## src/rtl/rr_mux4_arbiter.sv

```systemverilog
// Round-robin arbiter and registered 4:1 mux: shares one valid/ready output
// channel among four requesters and holds each captured word until accepted.
// Ports: clk, rst_n (async active-low),
//        req_valid[3:0], req_data[4*DATA_W-1:0], req_ready[3:0] (one-hot/zero),
//        out_valid, out_data[DATA_W-1:0], out_sel[1:0], out_ready.
module rr_mux4_arbiter #(
    parameter int DATA_W = 8
) (
    input  logic                  clk,
    input  logic                  rst_n,
    input  logic [3:0]            req_valid,
    input  logic [4*DATA_W-1:0]   req_data,
    output logic [3:0]            req_ready,
    output logic                  out_valid,
    output logic [DATA_W-1:0]     out_data,
    output logic [1:0]            out_sel,
    input  logic                  out_ready
);

    logic              valid_q, valid_d;
    logic [DATA_W-1:0] data_q, data_d;
    logic [1:0]        sel_q, sel_d;
    logic [1:0]        last_q, last_d;

    logic       can_load;
    logic       found;
    logic [1:0] win;
    logic [1:0] idx;
    logic       load;

    assign can_load = !valid_q || out_ready;

    // Scan last+1 .. last+4 with 2-bit wrap; first valid requester wins.
    always_comb begin
        found = 1'b0;
        win   = 2'd0;
        idx   = 2'd0;
        for (int k = 1; k <= 4; k++) begin
            idx = last_q + 2'(k);
            if (!found && req_valid[idx]) begin
                found = 1'b1;
                win   = idx;
            end
        end
    end

    assign load = can_load && found;

    // Held at zero during reset so no requester believes a word was taken.
    always_comb begin
        req_ready = 4'b0000;
        if (rst_n && load) begin
            req_ready[win] = 1'b1;
        end
    end

    always_comb begin
        valid_d = valid_q;
        data_d  = data_q;
        sel_d   = sel_q;
        last_d  = last_q;
        if (load) begin
            valid_d = 1'b1;
            data_d  = req_data[win*DATA_W +: DATA_W];
            sel_d   = win;
            last_d  = win;
        end else if (valid_q && out_ready) begin
            valid_d = 1'b0;
        end
    end

    always_ff @(posedge clk or negedge rst_n) begin
        if (!rst_n) begin
            valid_q <= 1'b0;
            data_q  <= '0;
            sel_q   <= 2'b00;
            last_q  <= 2'b11;
        end else begin
            valid_q <= valid_d;
            data_q  <= data_d;
            sel_q   <= sel_d;
            last_q  <= last_d;
        end
    end

    assign out_valid = valid_q;
    assign out_data  = data_q;
    assign out_sel   = sel_q;

endmodule

```

## config.mk

```make
export PLATFORM = sky130hd
export DESIGN_NAME = rr_mux4_arbiter
export DESIGN_NICKNAME = d
export VERILOG_FILES = /design/src/rtl/rr_mux4_arbiter.sv
export SDC_FILE = /design/constraint.sdc
export NUM_CORES = 1
export LEC_CHECK = 0
export ABC_AREA = 0
export ABC_CLOCK_PERIOD_IN_PS = 2300
export CAP_MARGIN = 20
export CORE_ASPECT_RATIO = 0.6
export CORE_MARGIN = 2
export CORE_UTILIZATION = 31
export CTS_CLUSTER_SIZE = 20
export DETAILED_ROUTE_END_ITERATION = 8
export PLACE_DENSITY = 0.7
export SYNTH_ARGS = -nofsm -noshare
export SYNTH_HDL_FRONTEND = slang
export SYNTH_SLANG_ARGS = --single-unit
```

## constraint.sdc

```tcl
create_clock -name clk -period 2.3 [get_ports clk]
set_input_delay 0.46 -clock clk [delete_from_list [all_inputs] [get_ports clk]]
set_output_delay 0.46 -clock clk [all_outputs]
set_load 0.03 [all_outputs]
```

* Yosys cells after proc, flatten, opt, wreduce, memory -nomap -nowiden
Index checks and enable logic that the tools add are counted.
** Storage, ports and cells
- Memories :: 0
- Bits in writable memories :: 0
- ROM bits :: 0
- Output and inout port bits :: 15
- Latch bits :: 0
- Register bits :: 13
** Cells by class
- Multipliers :: 0
- Div/mod/pow operators :: 0
- Order comparisons :: 6
- Bitwise gates (word level) :: 0
- Muxes and demuxes :: 21
- Shift-type cells :: 1
- Reductions and logical operators :: 13
- Equality and inequality tests :: 0
- Add/sub/neg operators :: 3
** Operators with widths (number)
- $shiftx 32x6->8 :: 1
- $lt 2x3->1 const B :: 5
- $mux 1 :: 11
- $bmux 1 s2 :: 4
- $mux 2 :: 4
- $logic_and 1x1->1 :: 7
- $add 2x2->2 const B :: 2
- $logic_not 1->1 :: 4
- $mux 4 :: 1
- $add 2x1->2 const B :: 1
- $demux 1 s2 :: 1
- $ge 2x1->1 const B :: 1
- $reduce_bool 2->1 :: 1
- $logic_or 1x1->1 :: 1

* Longest topological paths before layout
- Word-level depth :: 18
- Mapped depth :: 7
- Mapped depth without buffers :: 5

* Worst setup path before layout
OpenSTA, ideal clock, no wires.
- Kind :: flip-flop to output port
- Start :: reg valid_q (netlist: out_valid)
- End :: out req_ready[0]
- Data arrival time :: 1726 ps
- Slack :: 114 ps
- Path buffers :: 1
- Required time :: 1840 ps
- Stages on the path, launching flop included :: 5
- Path through :: dfrtp_1 > a21oi_1 > clkbuf_1 > nand3_1 > nor2_1
** On the way
- Word-level cells in the longest chain between the ends :: 5
** RTL lines
- from (decl) :: line 20 : logic valid_q, valid_d;
- from (signal assigned) :: line 79 : valid_q <= valid_d;
- $logic_not 1->1 :: line 31 : assign can_load = !valid_q || out_ready;
- $logic_or 1x1->1 :: line 31
- $logic_and 1x1->1 :: line 47 : assign load = can_load && found;
- $logic_and 1x1->1 :: line 52 : if (rst_n && load) begin
- $mux 4 :: line 52
- to (decl) :: line 13 : output logic [3:0] req_ready,
No other way between the ends.

* Worst setup path after layout
- Start :: in req_valid[2]
- End :: out req_ready[3]
** On the way
- Word-level cells in the longest chain between the ends :: 17
** RTL lines
- from (decl) :: line 11 : input logic [3:0] req_valid,
- $bmux 1 s2 :: line 40 : if (!found && req_valid[idx]) begin
- $mux 1 (not written as such) :: line 40
- $mux 1 :: line 40
- $logic_not 1->1 :: line 40
- $logic_and 1x1->1 :: line 40
- $mux 1 :: line 40
- $logic_not 1->1 :: line 40
- $logic_and 1x1->1 :: line 40
- $mux 1 :: line 40
- $logic_not 1->1 :: line 40
- $logic_and 1x1->1 :: line 40
- $mux 2 :: line 40
- $lt 2x3->1 (not written as such) / $ge 2x1->1 (equally long branches) :: line 53 : req_ready[win] = 1'b1;
- $logic_and 1x1->1 (not written as such) :: line 53
- $mux 1 (not written as such) :: line 53
- $demux 1 s2 :: line 53
- $mux 4 (*) :: line 52
Mark *: on every way between the ends. The rest lies on a longest branch, timed or not. The select of a mux whose other input is x is not followed.

==> results by group <==
Status
  • Status: finished, final reports clean

GRT
  • First-pass GRT wire length: approximately 4.1 mm
  • Busiest grt layer: met2
  • Vias in the first global route: around 910
  • Largest net degree at the start of global routing: 13
  • Met1 Resource Use GR: ~22%
  • Gr usage total: approximately 17%
  • Grt ovf: 0
  • Met2 usage: 28.0%
  • GRT met3 Usage: under 10%
  • Initial antenna violation count: 0

Floorplanning
  • Die ar.: between 0.003 and 0.004 mm²
  • Die X: between 70 and 80 µm
  • Placeable Area: around 0.0025 mm²
  • Rows: 14
  • Initial core utilization: ~33%
  • IO Count: 54
  • Die boundary height: about 44 µm

STA
  • Hold Violations, Final: 0
  • Period utilization: between 90% and 100%
  • Clock Skew: about 0.0068 ns
  • Worst Max-Slew Pin Slew: about 0.39 ns
  • Slew margin rel.: 73.8%
  • Final setup violation count: 0
  • Post-route minimum period: between 2 and 2.5 ns
  • Hold_ws: 0.409 ns
  • Final slew viol count: 0
  • Achievable Freq: between 400 and 500 MHz

Clock network
  • CTS root buffer: clkbuf_8
  • CTS H-tree depth: 1
  • Clk buf depth: 2
  • Worst-skew pair later-pin latency: 0.24 ns
  • CTS sink count: 13
  • Post-CTS Hold Fix Bufs: 0
  • CTS tree: done
  • CTS clock-pin slew for the worst setup and hold paths: around 0.060 ns
  • CTS Buf Count: 3

Setup path
  • Delay-heaviest family, CP: buffers and inverters
  • Critical Path Source Type: input port
  • Largest stage delay, worst path: between 0.5 and 0.6 ns
  • CP max stage cell: clkdlybuf4s50_1
  • Crit path buffers/inverters: 2
  • Crit path DAT: around 1.8 ns
  • CP required: about 1.8 ns
  • Critical path, cell by cell: clkdlybuf4s50_1 > nor4_2 > a21oi_1 > nand3_1 > nor2_1 > buf_4
  • Crit end category: output port
  • Worst-path maximum fanout: 4
  • WS Path Type: input port to output port

Detailed routing
  • Wire per inst: roughly 14 µm
  • WL final: roughly 2.7 mm
  • Drt first-iter violations: 56
  • Via density: roughly 5
  • Final routed DRC violation total: 0
  • Routed Antenna Nets: 0
  • TritonRoute pass-1 iters: 4
  • Vias post-DR: slightly below 1000

Placement
  • Input/output buffers: 53
  • Number of placed cells counting well taps: between 150 and 200
  • HPWL after detailed placement: between 2 and 2.5 mm
  • Gpl congestion: around 0.8

Final layout
  • Most common cell after layout, fill and taps aside: clkdlybuf4s50_1
  • Area occupied by multi-input gates: 514 µm²
  • Cell Count, Final, Fillers Out: 194
  • Ant. Diodes: 0
  • Fin nets: around 200
  • Commonest non-fill, non-tap cells in the layout: 46 x clkdlybuf4s50_1, 23 x buf_4, 14 x nor2_1, 14 x a211oi_1, 11 x dfrtp_1
  • Reg area: ~330 µm²
  • Final-layout fill cell count: around 190
  • Synthesis-to-layout area growth: 89.5%
  • Share of layout cells above drive strength 1: a little under a quarter

Power and ir drop
  • Part of the power in registers: 29.7%
  • PwrDens: ~690 mW/mm²
  • Net Sw Power: 403 µW
  • Int Power: roughly 710 µW
  • Max VDD drop: ~330 µV
  • Tot Pwr: about 1.1 mW
  • Lkg Pwr: 0.734 nW
  • Sw frac: a little over a third
  • Gate power share: 52.4%
  • Clock share of power: ~18%

Yosys
  • Mapped Avg Cell Area: 9.50 µm²
  • Seq cells post-synth: 13
  • Syn_nets: approximately 130
  • Top cell type's share of synthesized area: between 30% and 40%
  • Post-Syn Instances: between 80 and 90
  • Yosys warns: 0
  • Post-Syn Area: approximately 850 µm²
  • Asr flop ratio synth: 100%
  • Post-synth EDFFs: 0
  • Synth top area cells: dfrtp_1 33%, a211oi_1 12%, mux2i_1 11%
  • Yosys top cell by area: dfrtp_1
  • Seq/Total Area, Yosys: 38.8%
  • Cell variety after synth: 25
  • Prevailing post-synth register cell: dfrtp_1

Flow run
  • Max cap viols: 0

Min path
  • Worst min path class: input port to async pin
[power by group through the flow]
stage,clock (mW),combinational (mW),sequential (mW)
after floorplan,0,0.202,0.423
after global routing,0.212,0.621,0.338
after global placement,0,0.540,0.333
after CTS,0.204,0.561,0.332
after detailed placement,0,0.548,0.334
final,0.200,0.582,0.330
[registers in the layout (all words and copies together), names as in the netlist]
signal	count
out_data	8
out_valid	1
last_q	2
out_sel	2
[path summary, 6_finish.rpt]
kind | end | start | slack, ns | cells after the start
max | req_ready[3] | req_valid[2] | 0.09 | 6
max in group asynchronous | last_q[0] | rst_n | 1.41 | 2
max reg2reg | out_data[0] | last_q[1] | 0.17 | 6
min reg2reg | out_sel[1] | out_sel[1] | 0.50 | 1
min | out_valid | rst_n | 0.41 | 1
min in group clk | out_sel[1] | out_sel[1] | 0.50 | 1
[kinds of logic (layout without fill, tap and decap cells)]
kind of cell	Yosys count	in the layout	share of synthesized area [%]
AOI/OAI and AO/OA	26	26	24.1
buffers and inverters	5	78	3.99
muxes	10	10	12.4
and+or+nand+nor	35	35	20.7
DFF	13	13	38.8
[repair_timing]
| item | in CTS | in global routing |
|---|---|---|
| pin swaps | 1 | 3 |
| buffers inserted | 1 | 4 |
| endpoints found under the setup margin | 4 | 4 |
| endpoints found under the hold margin | 0 | 0 |
| gates resized for setup | 4 | 4 |
[cells in the mapped netlist (2+ instances only)]
cell and count:
mux2i_1 9, a21o_1 3, dfstp_2 2, buf_6 2, dfrtp_1 11, a21oi_1 4
nand2_1 4, nand3_1 4, and3_1 7, a211oi_1 14, inv_1 2, nor2_1 14
[routing by layer]
layer	routed length (µm)	up-vias	part of all wire (%)
li1	-	480	-
met1	1240	453	47
met2	1180	38	44
met3	235	0	8.9
met4	0	0	0
met5	0	-	0
[metrics by stage]
step                      instance area (µm²)  setup TNS [ns]  worst slack (ns)  util, %
after detailed placement                 1490          -0.402           -0.0521     58.5
final                                    1600               0            0.0946     63.1
after global placement                   1490        -0.00442          -0.00265     58.5
after global routing                     1600         -0.0369           -0.0224     63.1
after floorplan                           846               0             0.114        -
after CTS                                1560               0            0.0205     61.2
[layout make-up]
| type | instances | area share (%) |
|---|---|---|
| timing repair buffer | 72 | 41.6 |
| multi-input combinational | 71 | 32.1 |
| sequential | 13 | 20.5 |
| clock buffer | 3 | 2.58 |
| tap | 32 | 2.50 |
| inverter | 2 | 0.468 |
| clock inverter | 1 | 0.312 |
Power figures use the tool's default switching activity.
